**config.mk**
```make
export PLATFORM = sky130hd
export DESIGN_NAME = led_seq_ctrl
export DESIGN_NICKNAME = d
export VERILOG_FILES = /design/src/rtl/led_seq_pkg.sv /design/src/rtl/btn_sync_edge.sv /design/src/rtl/led_seq_ctrl.sv
export SDC_FILE = /design/constraint.sdc
export NUM_CORES = 1
export LEC_CHECK = 0
export CAP_MARGIN = 40
export CORE_AREA = 4 4 123 125
export CTS_BUF_LIST = sky130_fd_sc_hd__clkbuf_4 sky130_fd_sc_hd__clkbuf_8
export DETAILED_ROUTE_END_ITERATION = 8
export DIE_AREA = 0 0 127 129
export GPL_ROUTABILITY_DRIVEN = 0
export HOLD_SLACK_MARGIN = 0.15
export PLACE_DENSITY = 0.71
export SLEW_MARGIN = 20
export SYNTH_ARGS = -nofsm -noshare
export SYNTH_HDL_FRONTEND = slang
export SYNTH_SLANG_ARGS = --single-unit
```
**constraint.sdc**
```tcl
create_clock -name clk -period 7.7 [get_ports clk]
set_input_delay 1.155 -clock clk [delete_from_list [all_inputs] [get_ports clk]]
set_output_delay 1.155 -clock clk [all_outputs]
set_load 0.01 [all_outputs]
```
**src/rtl/led_seq_pkg.sv**
```systemverilog
// led_seq_pkg: shared types and constants for the LED sequencer.
//   state_t    - controller state, encoding is also the STATUS state code
//   pattern_t  - CTRL pattern field
//   ADDR_*     - register word addresses
//   CTRL_*/STAT_* - bit positions inside CTRL and STATUS
//   pattern_seed() - first LED value when a pattern (re)starts
package led_seq_pkg;

  typedef enum logic [1:0] {
    ST_IDLE   = 2'd0,
    ST_MANUAL = 2'd1,
    ST_RUN    = 2'd2,
    ST_PAUSE  = 2'd3
  } state_t;

  typedef enum logic [1:0] {
    PAT_ROTATE = 2'd0,
    PAT_BOUNCE = 2'd1,
    PAT_COUNT  = 2'd2,
    PAT_BLINK  = 2'd3
  } pattern_t;

  localparam logic [1:0] ADDR_CTRL   = 2'd0;
  localparam logic [1:0] ADDR_PERIOD = 2'd1;
  localparam logic [1:0] ADDR_MANUAL = 2'd2;
  localparam logic [1:0] ADDR_STATUS = 2'd3;

  localparam int unsigned CTRL_ENABLE_BIT = 0;
  localparam int unsigned CTRL_MODE_BIT   = 1;
  localparam int unsigned CTRL_PAT_LSB    = 2;

  localparam int unsigned STAT_LED_LSB   = 0;
  localparam int unsigned STAT_STATE_LSB = 8;
  localparam int unsigned STAT_BTN_LSB   = 10;
  localparam int unsigned STAT_PRESS_BIT = 16;

  function automatic logic [7:0] pattern_seed(input pattern_t pat, input logic [7:0] manual);
    logic [7:0] seed;
    seed = 8'h01;
    unique case (pat)
      PAT_ROTATE, PAT_BOUNCE: seed = 8'h01;
      PAT_COUNT:              seed = 8'h00;
      PAT_BLINK:              seed = manual;
      default:                seed = 8'h01;
    endcase
    return seed;
  endfunction

endpackage

```
**src/rtl/btn_sync_edge.sv**
```systemverilog
// btn_sync_edge: two-flop synchronizer for active-low raw buttons, with
// inversion and a one-cycle pulse on each press (falling edge of the raw pin).
//   clk     - clock
//   reset_n - asynchronous active-low reset (all flops clear = not pressed)
//   btn     - raw active-low button pins, asynchronous
//   level   - synchronized level, 1 = pressed
//   press   - one-cycle pulse when a button becomes pressed
module btn_sync_edge #(
  parameter int unsigned WIDTH = 4
) (
  input  logic             clk,
  input  logic             reset_n,
  input  logic [WIDTH-1:0] btn,
  output logic [WIDTH-1:0] level,
  output logic [WIDTH-1:0] press
);

  logic [WIDTH-1:0] meta;
  logic [WIDTH-1:0] sync;
  logic [WIDTH-1:0] prev;

  // Inversion happens at the first flop so the reset value means "not pressed".
  always_ff @(posedge clk or negedge reset_n) begin
    if (!reset_n) begin
      meta <= '0;
      sync <= '0;
      prev <= '0;
    end else begin
      meta <= ~btn;
      sync <= meta;
      prev <= sync;
    end
  end

  assign level = sync;
  assign press = sync & ~prev;

endmodule

```
**src/rtl/led_seq_ctrl.sv**
```systemverilog
// led_seq_ctrl: Avalon-MM controlled LED sequencer.
//   clk, reset_n      - clock, asynchronous active-low reset
//   avs_s0_address    - register word address (CTRL, PERIOD, MANUAL, STATUS)
//   avs_s0_read       - read strobe, readdata valid the following cycle
//   avs_s0_write      - write strobe, register updates at the same edge
//   avs_s0_writedata  - write data
//   avs_s0_readdata   - registered read data, holds between reads
//   btn_i             - raw active-low buttons; btn_i[0] toggles RUN/PAUSE
//   led_o             - registered LED drive
module led_seq_ctrl
  import led_seq_pkg::*;
#(
  parameter int unsigned TICK_DIV   = 50000,
  parameter int unsigned PERIOD_RST = 250
) (
  input  logic        clk,
  input  logic        reset_n,
  input  logic [1:0]  avs_s0_address,
  input  logic        avs_s0_read,
  input  logic        avs_s0_write,
  output logic [31:0] avs_s0_readdata,
  input  logic [31:0] avs_s0_writedata,
  input  logic [3:0]  btn_i,
  output logic [7:0]  led_o
);

  localparam int unsigned PW = (TICK_DIV > 1) ? $clog2(TICK_DIV) : 1;
  localparam logic [PW-1:0] PRE_MAX = PW'(TICK_DIV - 1);

  logic        ctrl_enable;
  logic        ctrl_mode;
  pattern_t    ctrl_pattern;
  logic [15:0] period;
  logic [7:0]  manual;
  logic        press_flag;

  state_t      state, state_next;
  logic [PW-1:0] pre, pre_next;
  logic [15:0] step_cnt, step_cnt_next;
  logic [7:0]  led, led_next;
  logic        dir_up, dir_up_next;

  logic [3:0]  btn_level;
  logic [3:0]  btn_press;

  logic        wr_ctrl, wr_period, wr_manual, wr_status;
  pattern_t    wr_pattern, pat_sel;
  logic [7:0]  manual_eff;
  logic [15:0] period_eff;
  logic        tick, step, enter_run, reload;
  logic [31:0] rd_word;
  logic        unused_wdata;

  btn_sync_edge #(.WIDTH(4)) u_btn (
    .clk     (clk),
    .reset_n (reset_n),
    .btn     (btn_i),
    .level   (btn_level),
    .press   (btn_press)
  );

  assign wr_ctrl    = avs_s0_write && (avs_s0_address == ADDR_CTRL);
  assign wr_period  = avs_s0_write && (avs_s0_address == ADDR_PERIOD);
  assign wr_manual  = avs_s0_write && (avs_s0_address == ADDR_MANUAL);
  assign wr_status  = avs_s0_write && (avs_s0_address == ADDR_STATUS);
  assign wr_pattern = pattern_t'(avs_s0_writedata[CTRL_PAT_LSB +: 2]);
  assign unused_wdata = ^avs_s0_writedata[31:17];

  // A pattern or MANUAL value written this cycle is already the one to seed from.
  assign pat_sel    = wr_ctrl ? wr_pattern : ctrl_pattern;
  assign manual_eff = wr_manual ? avs_s0_writedata[7:0] : manual;
  assign period_eff = (period == 16'd0) ? 16'd1 : period;

  assign tick = (state == ST_RUN) && (pre == PRE_MAX);
  assign step = tick && (({1'b0, step_cnt} + 17'd1) >= {1'b0, period_eff});

  // Register file and read port
  always_ff @(posedge clk or negedge reset_n) begin
    if (!reset_n) begin
      ctrl_enable     <= 1'b0;
      ctrl_mode       <= 1'b0;
      ctrl_pattern    <= PAT_ROTATE;
      period          <= 16'(PERIOD_RST);
      manual          <= '0;
      press_flag      <= 1'b0;
      avs_s0_readdata <= '0;
    end else begin
      if (wr_ctrl) begin
        ctrl_enable  <= avs_s0_writedata[CTRL_ENABLE_BIT];
        ctrl_mode    <= avs_s0_writedata[CTRL_MODE_BIT];
        ctrl_pattern <= wr_pattern;
      end
      if (wr_period) period <= avs_s0_writedata[15:0];
      if (wr_manual) manual <= avs_s0_writedata[7:0];
      // Set has priority over write-1-to-clear.
      if (|btn_press)
        press_flag <= 1'b1;
      else if (wr_status && avs_s0_writedata[STAT_PRESS_BIT])
        press_flag <= 1'b0;
      if (avs_s0_read) avs_s0_readdata <= rd_word;
    end
  end

  always_comb begin
    rd_word = '0;
    unique case (avs_s0_address)
      ADDR_CTRL: begin
        rd_word[CTRL_ENABLE_BIT]       = ctrl_enable;
        rd_word[CTRL_MODE_BIT]         = ctrl_mode;
        rd_word[CTRL_PAT_LSB +: 2]     = ctrl_pattern;
      end
      ADDR_PERIOD: rd_word[15:0] = period;
      ADDR_MANUAL: rd_word[7:0]  = manual;
      ADDR_STATUS: begin
        rd_word[STAT_LED_LSB +: 8]   = led;
        rd_word[STAT_STATE_LSB +: 2] = state;
        rd_word[STAT_BTN_LSB +: 4]   = btn_level;
        rd_word[STAT_PRESS_BIT]      = press_flag;
      end
      default: rd_word = '0;
    endcase
  end

  // Controller state register
  always_ff @(posedge clk or negedge reset_n) begin
    if (!reset_n) begin
      state    <= ST_IDLE;
      pre      <= '0;
      step_cnt <= '0;
      led      <= '0;
      dir_up   <= 1'b1;
    end else begin
      state    <= state_next;
      pre      <= pre_next;
      step_cnt <= step_cnt_next;
      led      <= led_next;
      dir_up   <= dir_up_next;
    end
  end

  // Next state; a CTRL write in the same cycle swallows the button toggle.
  always_comb begin
    state_next = state;
    if (!ctrl_enable)
      state_next = ST_IDLE;
    else if (!ctrl_mode)
      state_next = ST_MANUAL;
    else begin
      unique case (state)
        ST_IDLE, ST_MANUAL: state_next = ST_RUN;
        ST_RUN:   if (btn_press[0] && !wr_ctrl) state_next = ST_PAUSE;
        ST_PAUSE: if (btn_press[0] && !wr_ctrl) state_next = ST_RUN;
        default:  state_next = ST_IDLE;
      endcase
    end
  end

  // LED and counter datapath, keyed on the state being entered.
  always_comb begin
    enter_run = (state_next == ST_RUN) && ((state == ST_IDLE) || (state == ST_MANUAL));
    reload    = wr_ctrl && (wr_pattern != ctrl_pattern)
             && ((state == ST_RUN) || (state == ST_PAUSE))
             && ((state_next == ST_RUN) || (state_next == ST_PAUSE));
    pre_next      = pre;
    step_cnt_next = step_cnt;
    led_next      = led;
    dir_up_next   = dir_up;
    unique case (state_next)
      ST_IDLE, ST_MANUAL: begin
        led_next      = (state_next == ST_MANUAL) ? manual_eff : 8'h00;
        pre_next      = '0;
        step_cnt_next = '0;
        dir_up_next   = 1'b1;
      end
      default: begin
        if (enter_run || reload) begin
          led_next      = pattern_seed(pat_sel, manual_eff);
          pre_next      = '0;
          step_cnt_next = '0;
          dir_up_next   = 1'b1;
        end else if (state == ST_RUN) begin
          // Counters advance only while RUN; PAUSE leaves them as they are.
          pre_next = tick ? '0 : pre + 1'b1;
          if (tick) step_cnt_next = step ? 16'd0 : step_cnt + 16'd1;
          if (step) begin
            unique case (ctrl_pattern)
              PAT_ROTATE: led_next = {led[6:0], led[7]};
              PAT_BOUNCE: begin
                if (dir_up) begin
                  if (led[7]) begin
                    led_next    = led >> 1;
                    dir_up_next = 1'b0;
                  end else
                    led_next = led << 1;
                end else begin
                  if (led[0]) begin
                    led_next    = led << 1;
                    dir_up_next = 1'b1;
                  end else
                    led_next = led >> 1;
                end
              end
              PAT_COUNT: led_next = led + 8'd1;
              default:   led_next = ~led;
            endcase
          end
        end
      end
    endcase
  end

  assign led_o = led;

endmodule

```
==> reports/qor.txt, run 1 <==
Status = completed
Clock Latency Late Sink = 390 ps
Post-route setup TNS = 0 ps
# diodes = 0
Post-route clock skew = 20.9 ps
FF+latch count, synth = 101
DIE WIDTH = 127 µm
Wire per inst = 17.1 µm
# H-tree levels = 3
Routed vias/inst = 5.61
First-pass GRT wire length = 22400 µm
Cells after Synth = 571
Dpl hpwl = 10100 µm
Clock Pin Slew Worst Setup and Hold Paths = 100 ps
Setup violations, final = 0
Mapped cell area = 0.00576 mm²
Hold violation count in the final report = 0
Synth cell types = 71
Hold-fix buffers, CTS = 0
Clock Tree Buf Depth = 2
Number of max-cap violations = 0
Prevailing post-synth register cell = dfrtp_1
Count of pins over their slew limit = 0
Least-Margin Pin Slew = 791 ps
Post-Route Utilization = 47.7%
Setup Fix Bufs, Post-CTS = 0
Met2 global-route usage = 28.5%
Synth Area per Inst = 10.1 µm²
I/O Buffers = 51
Core Region = 0.0139 mm²
Reg2Reg Depth = 12
Clock tree sinks = 101
CP Data Arrival Time = 4520 ps
DR DRC count = 0
Flop2flop setup slack = 3440 ps
Startpoint types = flop
GRT Util Overall = 16.9%
Antenna violations before repair = 0
Met1 Resource Use GR = 22.4%
Largest family of logic cells by synthesized area = simple AND/OR/NAND/NOR gates
CP required = 7960 ps
Die ar. = 0.0164 mm²
I/O pins = 82
Synth Area in Simple Gates = 16.4%
DR iter-0 viols = 237
GRT met3 Usage = 3.24%
Final #Nets = 673
Crit path max fanout = 8
Slew margin rel. = 47.2%
GRT Max-Usage Layer = met2
Compound-cell area share of the yosys netlist = 13.0%
Drt total wl = 13600 µm
Hold_ws = 358 ps
Most frequent cells in the layout = 94 x dfrtp_1, 50 x clkdlybuf4s50_1, 46 x nand2_1
Die Ht = 129 µm
Adder-cell share of the synthesized area = 4.34%
Synth warnings = 0
Total CTS buffers = 9
CTS tree = done
Worst Hold Depth = 0
DRT Pass-1 Iters = 5
Cts repair resizes = 0
RSZ-0062 raised after global routing = false
Max Freq = 235 MHz
Final clock period utilization by the worst path = 55.3%
Fillers = 1310
Vias in the first global route = 4490
Cell area power density = 207 mW/mm²
Peak VDD IR = 161 µV
Total grt overflow = 0
Largest net degree at the start of global routing = 46
# rows = 43
Pleak = 2.88 nW
Min Tclk post-route = 4260 ps
Post-synthesis mux area share = 10.9%
Initial Util = 41.5%
Worst Hold Class = flop to flop
Clock Tree Root = clkbuf_8
XOR/XNOR Fraction of Synth Area = 4.71%
Vias = 4464
Share of cells above drive strength 1 = 17.2%
Area growth syn-to-layout = 14.8%
Worst setup path class = flop to flop
EDFF count, synth = 0
Async S/R FF share, synth = 100%
Most common cell after layout, fill and taps aside = dfrtp_1
Sequential-to-total area share from yosys stat = 44.0%
Setup crit end kind = flop
Post-DRT Antenna Nets = 0
==> cells in the mapped netlist (11+ instances only) <==
cell type	instances	area, µm²
buf_4	16	120
nor2_1	33	124
nand4_1	18	113
xor2_1	22	193
dfrtp_1	94	2350
o21ai_0	18	90.1
nand3_1	24	120
a21oi_1	21	105
nand2_1	46	173
inv_1	38	143
mux2_2	40	450
clkbuf_1	22	82.6
o22ai_1	11	68.8
ha_1	20	250
==> critical path, stage by stage (launching register included) <==
cell     delay, ps
dfrtp_1        420
and2_1         190
nand4_1        330
or3_1          530
and2_1         190
or2_2          310
ha_1           300
nand4_1        120
or4_2          670
nand4_1        160
nor3_2         130
a21oi_4        380
mux2_2         390
==> area by class of cell <==
type / instances / area [µm²] / share of cell area (%)
clock buffer: 10 / 131 / 1.99
timing repair buffer: 58 / 597 / 9.02
clock inverter: 6 / 78.8 / 1.19
sequential: 101 / 2540 / 38.3
multi-input combinational: 403 / 2910 / 43.9
tap: 180 / 225 / 3.40
inverter: 38 / 143 / 2.16
==> per-stage QoR <==
| step | power (W) | instances | instance area (µm²) | setup WS [ps] |
|---|---|---|---|---|
| floorplan | 0.000872 | 585 | 5820 | 4010 |
| CTS | 0.00137 | 794 | 6590 | 3480 |
| detailed placement | 0.00101 | 778 | 6380 | 3100 |
| global placement | 0.000997 | 775 | 6330 | 3210 |
| global route | 0.00144 | 796 | 6620 | 3280 |
| finish | 0.00137 | 796 | 6620 | 3440 |
==> sequential cells by signal (all words and copies together), names as in the netlist <==
register	cells
ctrl_enable	1
ctrl_mode	1
led_o	8
state	2
avs_s0_readdata	17
period	16
u_btn.prev	4
manual	8
pre	16
ctrl_pattern	2
u_btn.meta	4
step_cnt	16
dir_up	1
press_flag	1
u_btn.level	4
==> path summary, 6_finish.rpt <==
check                         startpoint        endpoint
max in group asynchronous        reset_n       period[7]
max reg2reg                  step_cnt[2]        led_o[0]
max                          step_cnt[2]        led_o[0]
min in group asynchronous        reset_n          pre[6]
min                        u_btn.meta[3]  u_btn.level[3]
min reg2reg                u_btn.meta[3]  u_btn.level[3]
==> logic make-up (layout without fill, tap and decap cells) <==
logic type	Yosys count	in the layout
AND/OR/NAND/NOR	179	179
AO/OA/AOI/OAI	105	105
flip-flops	101	101
buffers and inverters	81	112
multiplexers	53	53
XOR/XNOR	31	31
adder cells (fa/ha/maj)	20	20
other	1	15
==> power breakdown <==
part,switching [W],internal [W]
clock,0.000198,0.000161
combinational,0.000155,0.000170
sequential,0.0000916,0.000591
total,0.000445,0.000922
==> layer usage <==
| layer | vias up | wire, µm |
|---|---|---|
| met2 | 108 | 6740 |
| met4 | 0 | 239 |
| met5 | - | 0 |
| met3 | 19 | 586 |
| li1 | 2096 | - |
| met1 | 2241 | 6080 |
(Power assumes the default switching activity.)
==> inputs of run 2 (changes only) <==
- clock period: 7.7 -> 4.2 ns (I/O delays scaled with it)
==> run 2 against run 1 <==
Effect of this change:
- sequential share of layout area fell by 0.27 points
- non-clock buffer count up 8
- largest power group unchanged
- critical path depth unchanged
- total power up 80%
- final cell count grew 1.0%
- register-to-register slack got worse by 3100 ps
- clock power increased by 70%
- maximum frequency rose by 9.5%
- final area increased by 0.72%
- via count rose by 0.56%
- first-iteration DRC count increased by 4.6%
==> reports/qor.txt, run 2 (synthesis gave the netlist of run 1 again) <==
Status = completed
Post-route setup TNS = 0 ps
Max incr delay on CP = 690 ps
Setup Fix Bufs, Post-CTS = 0
RSZ-0062 raised after global routing = false
CP cell instances = and2_1 > nand4_1 > or3_1 > and2_1 > or2_2 > ha_1 > nand4_1 > or4_2 > nand4_1 > nor3_2 > a21oi_4 > mux2_2
CP Data Arrival Time = 4160 ps
I/O Buffers = 51
Total CTS buffers = 9
Post-route clock skew = 9.85 ps
Post-DRT Antenna Nets = 0
CTS tree = done
Antenna violations before repair = 0
Placed Area = 0.00643 mm²
GRT Util Overall = 16.9%
Setup violations, final = 0
# rows = 43
Crit path max fanout = 8
Delay-heaviest family, CP = simple AND/OR/NAND/NOR gates
Max reg flops = 17
Clock Tree Buf Depth = 2
Multi-input gate area in the final layout = 0.00291 mm²
Area growth syn-to-layout = 15.6%
DRT Pass-1 Iters = 5
Hold_ws = 359 ps
First-pass GRT wire length = 22400 µm
DR iter-0 viols = 248
# H-tree levels = 3
Wire per inst = 16.9 µm
Peak VDD IR = 213 µV
Total grt overflow = 0
DR DRC count = 0
Drt total wl = 13600 µm
CP required = 4470 ps
FF/Latch Area = 0.00254 mm²
Dpl hpwl = 9990 µm
Clock tree sinks = 101
Startpoint types = flop
Vias = 4489
Cell area power density = 370 mW/mm²
Vias in the first global route = 4472
DIE WIDTH = 127 µm
Most common cell after layout, fill and taps aside = dfrtp_1
Buf/Inv on CP = 0
Cells after DPL = 785
Cts repair resizes = 0
Die Ht = 129 µm
Hold-fix buffers, CTS = 1
Largest Register = avs_s0_readdata
CP max-delay cell = or4_2
Post-route cell area = 0.00666 mm²
Core Region = 0.0139 mm²
Slew margin rel. = 50.2%
Min Tclk post-route = 3890 ps
Least-Margin Pin Slew = 738 ps
Routed vias/inst = 5.58
Clock Tree Root = clkbuf_8
Layout Cells excl Fill = 804
Die ar. = 0.0164 mm²
Count of pins over their slew limit = 0
Clock Latency Late Sink = 380 ps
Final clock period utilization by the worst path = 92.5%
Worst Hold Class = flop to flop
Hold violation count in the final report = 0
Pleak = 2.91 nW
Max Freq = 257 MHz
Post-Route Utilization = 48.0%
Initial Util = 41.5%
Share of cells above drive strength 1 = 18.1%
Most used cell, CP = nand4_1
Most frequent cells in the layout = 94 x dfrtp_1, 50 x clkdlybuf4s50_1, 46 x nand2_1
Worst setup path class = flop to flop
I/O pins = 82
# diodes = 0
Setup crit end kind = flop
Fillers = 1290
Largest net degree at the start of global routing = 58
Final #Nets = 681
Clock Pin Slew Worst Setup and Hold Paths = 110 ps
Number of max-cap violations = 0
-- run 2: through the flow --
stage	total power, W	worst slack (ps)
after floorplan	0.00160	506
after global placement	0.00183	389
after detailed placement	0.00186	344
after CTS	0.00247	318
after global routing	0.00260	117
final	0.00247	314
-- run 2: where the power goes --
| group | internal (W) | switching [W] | total (W) | leakage (nW) |
|---|---|---|---|---|
| clock network | 0.000232 | 0.000380 | 0.000612 | 0.0968 |
| logic | 0.000315 | 0.000287 | 0.000602 | 1.54 |
| registers | 0.00108 | 0.000168 | 0.00125 | 1.28 |
-- run 2: routing by layer --
metal  routed length, µm  up-vias  GRT usage (%)
li1                    -     2107              -
met2                6690      124           28.7
met3                 544       22           3.07
met5                   0        -              0
met4                 273        0           4.79
met1                6100     2236           22.4
-- run 2: cell type report --
type / count / area share (%)
clock buffer: 9 / 1.86
clock inverter: 7 / 1.03
multi-input combinational: 403 / 43.6
sequential: 101 / 38.1
tap: 180 / 3.38
timing repair buffer: 66 / 9.93
inverter: 38 / 2.14
-- run 2: worst paths after layout --
| check | from | end | slack (ps) | cells past startpoint |
|---|---|---|---|---|
| setup / recovery | step_cnt[2] | led_o[3] | 310 | 12 |
| hold / removal | u_btn.meta[3] | u_btn.level[3] | 360 | 0 |
| setup reg to reg | step_cnt[2] | led_o[3] | 310 | 12 |
| hold reg to reg | u_btn.meta[3] | u_btn.level[3] | 360 | 0 |
| max in group asynchronous | reset_n | step_cnt[14] | 2580 | 4 |
| min in group asynchronous | reset_n | pre[7] | 660 | 2 |
==> inputs of run 3 (changes only) <==
- MAX_ROUTING_LAYER: default -> met4
==> run 3 against run 2 <==
Effect of this change:
- highest routed layer unchanged
- sequential share of layout area did not move
- final cell count did not move
- clock power barely moved
- combinational power barely moved
- critical endpoint is now led_o[4]
- die area did not move
- sequential power barely moved
- largest cell class unchanged
- setup slack got worse by 18 ps
- maximum frequency fell by 0.45%
- hold slack barely moved
- total power barely moved
==> reports/qor.txt, run 3 (synthesis gave the netlist of run 1 again) <==
Status = completed
Die ar. = 0.0164 mm²
Vias = 4469
Max reg flops = 17
Most frequent cells in the layout = 94 x dfrtp_1, 50 x clkdlybuf4s50_1, 46 x nand2_1
Die Ht = 129 µm
Post-route setup TNS = 0 ps
Cell area power density = 370 mW/mm²
Min Tclk post-route = 3900 ps
Crit path max fanout = 8
Most common cell after layout, fill and taps aside = dfrtp_1
Max Freq = 256 MHz
Setup Fix Bufs, Post-CTS = 0
DR iter-0 viols = 224
Largest net degree at the start of global routing = 58
Total CTS buffers = 9
Pleak = 2.91 nW
RSZ-0062 raised after global routing = false
Initial Util = 41.5%
# H-tree levels = 3
Clock Tree Root = clkbuf_8
Wire per inst = 16.9 µm
Worst Hold Depth = 0
CTS tree = done
Post-route clock skew = 10.1 ps
Setup crit end kind = flop
Clock tree sinks = 101
Critical path launch point = step_cnt[2]
Flop2flop setup slack = 300 ps
Cts repair resizes = 0
Routed vias/inst = 5.56
# diodes = 0
Total grt overflow = 0
Drt total wl = 13600 µm
Peak VDD IR = 213 µV
DIE WIDTH = 127 µm
Vias in the first global route = 4476
I/O pins = 82
CP Data Arrival Time = 4180 ps
Clock Pin Slew Worst Setup and Hold Paths = 110 ps
GRT Util Overall = 17.4%
Hold violation count in the final report = 0
Final #Nets = 681
I/O Buffers = 51
Setup violations, final = 0
Pre-CTS setup slack = 344 ps
DRT Pass-1 Iters = 4
Reg2Reg Depth = 12
Largest Register = avs_s0_readdata
Antenna violations before repair = 0
R2r startpoint = step_cnt[2]
Post-DRT Antenna Nets = 0
Final clock period utilization by the worst path = 93.0%
Slew margin rel. = 50.4%
Core Region = 0.0139 mm²
Clock Tree Buf Depth = 2
Area growth syn-to-layout = 15.6%
Worst setup path class = flop to flop
Fillers = 1290
Reg2reg end = led_o[4]
Dpl hpwl = 9990 µm
First-pass GRT wire length = 22400 µm
Worst Hold Endpoint = u_btn.level[3]
DR DRC count = 0
CP required = 4480 ps
Share of cells above drive strength 1 = 18.1%
Worst Hold Class = flop to flop
Number of max-cap violations = 0
# rows = 43
Clock Latency Late Sink = 380 ps
Count of pins over their slew limit = 0
Startpoint types = flop
Least-Margin Pin Slew = 735 ps
Post-route setup slack = 296 ps
HP Start = u_btn.meta[3]
Hold_ws = 359 ps
run 3: cell counts in the layout (fill, tap and decap cells not counted):
Identical to the previous run, type by type.
run 3: timing repair:
action / CTS / global route
hold buffers: 1 / 0
hold endpoints to repair: 13 / 0
endpoints found under the setup margin: 0 / 0
run 3: metrics by stage:
stage          total power (W)  util [%]  instance area, µm²  cells
2_1_floorplan          0.00160         -                5820    585
3_3_place_gp           0.00183      46.1                6390    783
3_5_place_dp           0.00186      46.3                6430    785
4_1_cts                0.00247      47.8                6630    802
5_1_grt                0.00260      48.0                6660    804
6_report               0.00247      48.0                6660    804
run 3: critical path: stages, from the launching register on:
cell	delay (ps)
dfrtp_1	430
and2_1	190
nand4_1	130
or3_1	440
and2_1	200
or2_2	300
ha_1	290
nand4_1	130
or4_2	690
nand4_1	180
nor3_2	90
a21oi_4	350
mux2_2	380
run 3: layout make-up:
type	instances	area [µm²]	area share [%]
sequential	101	2540	38.1
clock inverter	7	68.8	1.03
clock buffer	9	124	1.86
timing repair buffer	66	662	9.93
multi-input combinational	403	2910	43.6
tap	180	225	3.38
inverter	38	143	2.14
run 3: how the worst max path moves through the flow:
stage | end | slack, ps | cells after the start
after global routing | led_o[4] | 120 | 12
after CTS | led_o[3] | 320 | 12
after floorplan | led_o[0] | 510 | 12
after global placement | led_o[4] | 390 | 12
final | led_o[4] | 300 | 12
after detailed placement | led_o[4] | 340 | 12
run 3: power breakdown:
| group | switching [W] | leakage [nW] | internal, W | total, W |
|---|---|---|---|---|
| Sequential | 0.000168 | 1.28 | 0.00108 | 0.00125 |
| Combinational | 0.000288 | 1.54 | 0.000315 | 0.000604 |
| Clock | 0.000379 | 0.0968 | 0.000232 | 0.000611 |
run 3: metal layers:
metal	up-vias	global-route usage (%)	part of all wire [%]
met4	0	4.79	1.4
met2	107	28.7	50
met3	16	2.86	3.3
met5	-	-	0
li1	2105	-	-
met1	2241	22.5	46
==> variant 1, RTL diff (config.mk and constraints of run 3) <==
Set the parameter `PERIOD_RST` to 128 (it was 250).
--- a/src/rtl/led_seq_ctrl.sv
+++ b/src/rtl/led_seq_ctrl.sv
@@ -11,7 +11,7 @@
   import led_seq_pkg::*;
 #(
   parameter int unsigned TICK_DIV   = 50000,
-  parameter int unsigned PERIOD_RST = 250
+  parameter int unsigned PERIOD_RST = 128
 ) (
   input  logic        clk,
   input  logic        reset_n,
Check against the original RTL: not equivalent (a bounded check fails within 4 cycles, from zero or initial values and one cycle with reset_n low).
==> variant 1 against run 3 <==
- routed wire length is 0.63% higher
- setup slack better by 0.073 ns
- sequential cell count stayed put
- area after synthesis is 0.11% lower
- final cell count is 0.12% lower
- first-iteration DRC count is 3.6% higher
- largest cell class unchanged
- fmax is 1.9% higher
- synthesized cell count stayed put
- power is 2.0% lower
- sequential share of layout area is 0.15 points higher
- final area is 0.64% lower
==> variant 1: results (changes against run 3) <==
Synthesis
  • Register area share after synthesis: 43.9% (was 44.0%)
  • Synth Area in Adders: 4.35% (was 4.34%)
  • Synth Area in Compound Gates: 13.1% (was 13.0%)
  • Mapped Cells: 571 (unchanged)
  • Ranking of synthesized cells by area: dfrtp_1 43%, mux2_2 7.8%, ha_1 4.3% (was dfrtp_1 41%, mux2_2 7.8%, ha_1 4.3%)
  • Top cells by count, synth: 99 x dfrtp_1, 46 x nand2_1, 40 x mux2_2 (was 94 x dfrtp_1, 46 x nand2_1, 40 x mux2_2)
  • Synth Area in XOR/XNOR: 4.72% (was 4.71%)
  • Async SR Flop Fraction: 100% (unchanged)
  • Mux share of post-synthesis cell area: 11.0% (was 10.9%)

Power
  • Power after layout: 2420 uW (was 2470 uW)
  • Logic pwr share: 24.8% (was 24.5%)
  • Maximum vdd drop: 0.241 mV (was 0.213 mV)
  • P_leak: 0.00291 uW (about the same)
  • Internal power: 1620 uW (was 1630 uW)
  • Sequential share of power: 51.5% (was 50.8%)

Clocking
  • # Post-CTS Setup Buffers: 0 (unchanged)
  • H-tree Lvls: 3 (unchanged)
  • Num CTS Buffers: 9 (unchanged)
  • Clk pin slew, worst setup/hold paths: 0.09 ns (was 0.11 ns)

Global route
  • Gr busiest metal: met2 (unchanged)
  • Tot GR Track Use: 17.6% (was 17.4%)
  • GR Util met3: 2.74% (was 2.86%)
  • First-pass GRT wire length: 22300 um (was 22400 um)
  • Met1 usage in global routing: 23.2% (was 22.5%)
  • Vias in the first global route: 4372 (was 4476)
  • Met2 GRT Util: 28.0% (was 28.7%)
  • Largest net degree at the start of global routing: 50 (was 58)

Worst setup path
  • Worst setup path start: step_cnt[2] (unchanged)
  • CP peak stage delay: 0.67 ns (was 0.69 ns)
  • CP max stage cell: or4_2 (unchanged)
  • Worst r2r dst: led_o[1] (was led_o[4])
  • Worst EP arrival: 4.10 ns (was 4.18 ns)
  • Setup crit end kind: register (unchanged)

Route
  • Met2 wire length: 6740 um (was 6760 um)
  • Met3 WL post-DR: 574 um (was 454 um)
  • DR pass1 iterations: 4 (unchanged)
  • Final WL: 13700 um (was 13600 um)
  • Iter 0 DRT Violations: 232 (was 224)
  • Vias/cell: 5.47 (was 5.56)
  • DRT met1 WL: 6240 um (was 6210 um)

STA
  • Clk_skew: 0.00616 ns (was 0.0101 ns)
  • Final hold slack: 0.262 ns (was 0.359 ns)
  • Relative slew margins: 53.1% (was 50.4%)
  • Final Worst Setup Slack: 0.369 ns (was 0.296 ns)

Placed design
  • DP Wirelength: 10100 um (was 9990 um)
  • Post-placement cell area: 6420 sq um (was 6430 sq um)

Final layout
  • Ratio of cells with drive above 1 in the final layout: 17.3% (was 18.1%)
  • Area Overhead vs Synth: 15.0% (was 15.6%)
  • Fillers: 1316 (was 1290)
  • Final Instance Count excl. Fillers: 803 (was 804)
  • Fin nets: 680 (was 681)
  • Largest Register: avs_s0_readdata (unchanged)

Min path
  • Worst hold path class: in -> async (was reg -> reg)

Run status
  • Outcome: finished, final reports clean (unchanged)
## variant 1: cell count changes in the layout (fill, tap and decap cells not counted)
cell and change:
buf_12 +1, buf_16 -1, clkbuf_4 +2, clkinv_2 +1
clkinv_4 +1, clkinv_8 -1, dfrtp_1 +5, dfstp_2 -5
dlygate4sd3_1 -1, inv_6 -1, inv_8 -2
## variant 1: area by class of cell
class                           instances  area share [%]
Clock inverter                          5           0.529
Multi-Input combinational cell        403            43.9
Sequential cell                       101            38.2
Clock buffer                           11            2.10
Tap cell                              180            3.40
Inverter                               38            2.15
Timing Repair Buffer                   65            9.73
## variant 1: cells by family (layout without fill, tap and decap cells)
group,Yosys count,count (layout)
AO/OA/AOI/OAI,105,105
multiplexers,53,53
flip-flops,101,101
XOR/XNOR,31,31
adder cells (fa/ha/maj),20,20
other,1,15
AND/OR/NAND/NOR,179,179
buffers and inverters,81,119
==> variant 2, RTL diff (flow settings as in run 3) <==
Made on the original files. Make the reset (`reset_n`) synchronous in 3 clocked blocks. Comments in the files are not updated.
--- a/src/rtl/btn_sync_edge.sv
+++ b/src/rtl/btn_sync_edge.sv
@@ -20,7 +20,7 @@
   logic [WIDTH-1:0] prev;
 
   // Inversion happens at the first flop so the reset value means "not pressed".
-  always_ff @(posedge clk or negedge reset_n) begin
+  always_ff @(posedge clk) begin
     if (!reset_n) begin
       meta <= '0;
       sync <= '0;
--- a/src/rtl/led_seq_ctrl.sv
+++ b/src/rtl/led_seq_ctrl.sv
@@ -75,7 +75,7 @@
   assign step = tick && (({1'b0, step_cnt} + 17'd1) >= {1'b0, period_eff});
 
   // Register file and read port
-  always_ff @(posedge clk or negedge reset_n) begin
+  always_ff @(posedge clk) begin
     if (!reset_n) begin
       ctrl_enable     <= 1'b0;
       ctrl_mode       <= 1'b0;
@@ -122,7 +122,7 @@
   end
 
   // Controller state register
-  always_ff @(posedge clk or negedge reset_n) begin
+  always_ff @(posedge clk) begin
     if (!reset_n) begin
       state    <= ST_IDLE;
       pre      <= '0;
Formal check against the unedited RTL: differs if reset_n is asserted again (counterexample within 4 cycles, from zero or initial values and one cycle with reset_n low); with reset_n held inactive, the same outputs for 4 cycles.
==> variant 2 against run 3 <==
- via count rose by 6.2%
- routed wire length decreased by 1.4%
- area after synthesis decreased by 0.69%
- sequential cell count did not move
- setup slack gained 0.13 ns
- clock skew up 0.0082 ns
- final area is 2.5% lower
- critical path type unchanged
Power is not compared: it rests on default switching activity, and its combinational part moved more than twofold at a synthesized area within 25%.
==> variant 2: results (changes against run 3) <==
Placed design
  • DP Wirelength: 9630 um (was 9990 um)
  • Post-placement cell area: 6270 sq um (was 6430 sq um)
  • IO Port Bufs: 51 (unchanged)

Power
  • Maximum vdd drop: 0.183 mV
  • P_leak: 0.00243 uW

Run status
  • Outcome: finished, final reports clean (unchanged)

Clocking
  • # Post-CTS Setup Buffers: 0 (unchanged)
  • CTS root buf: clkbuf_8 (unchanged)
  • H-tree Lvls: 3 (unchanged)
  • Post-cts resize count: 0 (unchanged)
  • Worst-Skew Late Latency: about 0.39 ns
  • Num CTS Buffers: 9 (unchanged)
  • Max Root-Sink Buffers: 2 (unchanged)
  • Clk pin slew, worst setup/hold paths: 0.11 ns (about the same)

Final layout
  • Max reg flops: 17 (unchanged)
  • Largest Register: avs_s0_readdata (unchanged)
  • Antenna diodes: 0 (unchanged)
  • Fin nets: 765 (was 681)
  • Ratio of cells with drive above 1 in the final layout: 5.79% (was 18.1%)

Worst setup path
  • CP peak stage delay: 0.47 ns (was 0.69 ns)
  • Worst EP arrival: 4.06 ns (was 4.18 ns)
  • CP max stage cell: dfxtp_1 (was or4_2)
  • R2R depth: 14 (was 12)
  • Crit path max fanout: 8 (unchanged)

Min path
  • Worst hold path depth: 1 (was 0)
  • Worst hold path class: reg -> reg (unchanged)

Synthesis
  • Top cells by count, synth: 101 x dfxtp_1, 76 x nand2_1, 35 x mux2i_1, 35 x nor2_1 (was 94 x dfrtp_1, 46 x nand2_1, 40 x mux2_2)
  • Ranking of synthesized cells by area: dfxtp_1 35%, mux2i_1 6.1%, nand2_1 5.0% (was dfrtp_1 41%, mux2_2 7.8%, ha_1 4.3%)
  • Async SR Flop Fraction: 0% (was 100%)
  • Count of warnings emitted by yosys: 0 (unchanged)
  • Post-synth cell types: 65 (was 71)
  • Register area share after synthesis: 35.3% (was 44.0%)

Global route
  • Vias in the first global route: 4325 (was 4476)
  • First-pass GRT wire length: 22300 um (was 22400 um)
  • Initial antenna violation count: 0 (unchanged)
  • Largest net degree at the start of global routing: 73 (was 58)
  • Tot GR Track Use: 17.2% (was 17.4%)

STA
  • Relative slew margins: 50.0% (was 50.4%)
  • Clk_skew: 0.0183 ns (was 0.0101 ns)

Route
  • Iter 0 DRT Violations: 374 (was 224)
  • Wire per inst: 15.1 um (was 16.9 um)
  • Vias: 4745 (was 4469)
  • DR pass1 iterations: 5 (was 4)
## variant 2: cell types whose count changed after synthesis, moves of 10 or more
| cell | run 3 | this run |
|---|---|---|
| nand2_1 | 46 | 76 |
| mux2i_1 | 9 | 35 |
| nor2b_1 | 8 | 28 |
| dfrtp_1 | 94 | 0 |
| mux2_2 | 40 | 2 |
| and2_1 | 4 | 18 |
| nand4_1 | 18 | 6 |
| a21boi_0 | 1 | 14 |
| dfxtp_1 | 0 | 101 |
| and3_1 | 4 | 19 |
| a22o_2 | 10 | 0 |
## variant 2: logic make-up after synthesis
logic type                 count (synthesis)  synth area share [%]
muxes                                     41                  8.09
DFF                                      101                  35.3
xor gates and xnor gates                  32                  4.90
buffers and inverters                     86                  7.19
other                                      1                0.0655
and+or+nand+nor                          258                  23.9
AOI/OAI and AO/OA                        136                  16.2
adders and majority gates                 20                  4.37
## variant 2: worst max-delay path, delay by kind of cell (launching register included)
kind	cells	cell delay, ns
AND/OR/NAND/NOR	7	1.49
flip-flops	1	0.47
adder cells (fa/ha/maj)	2	0.62
XOR/XNOR	1	0.18
AO/OA/AOI/OAI	4	0.92
## variant 2: worst paths after layout
| check | startpoint | end | slack, ns |
|---|---|---|---|
| worst min register to register | u_btn.meta[2] | u_btn.level[2] | 0.44 |
| worst min-delay path | u_btn.meta[2] | u_btn.level[2] | 0.44 |
| worst max register to register | step_cnt[0] | led_o[6] | 0.43 |
| worst max-delay path | step_cnt[0] | led_o[6] | 0.43 |
## variant 2: through the flow
step | power [uW] | worst slack [ns] | cells
finish | 1840 | 0.426 | 888
global route | 1920 | 0.0806 | 888
CTS | 1860 | 0.463 | 888
detailed placement | 1180 | 0.506 | 872
global placement | 1170 | 0.603 | 871
floorplan | 1120 | 1.03 | 689
## variant 2: where the power goes
part           switching (uW)  leakage, uW  internal, uW
clock                     388     0.000112           295
combinational            82.2      0.00150          76.0
sequential               19.0     0.000820           978
## variant 2: layout make-up
cell class,instances,area [sq um]
Sequential cell,101,2020
Fill cell,1408,7390
Timing Repair Buffer,58,566
Tap cell,180,225
Inverter,31,116
Clock inverter,7,100
Multi-Input combinational cell,502,3340
Clock buffer,9,124
## variant 2: layer usage
layer  share of wire, %  vias up  GRT usage [%]
met4                1.6        0           5.05
met1                 49     2209           23.6
li1                   -     2387              -
met2                 44      133           25.3
met3                5.7       16           3.78
met5                  0        -              -
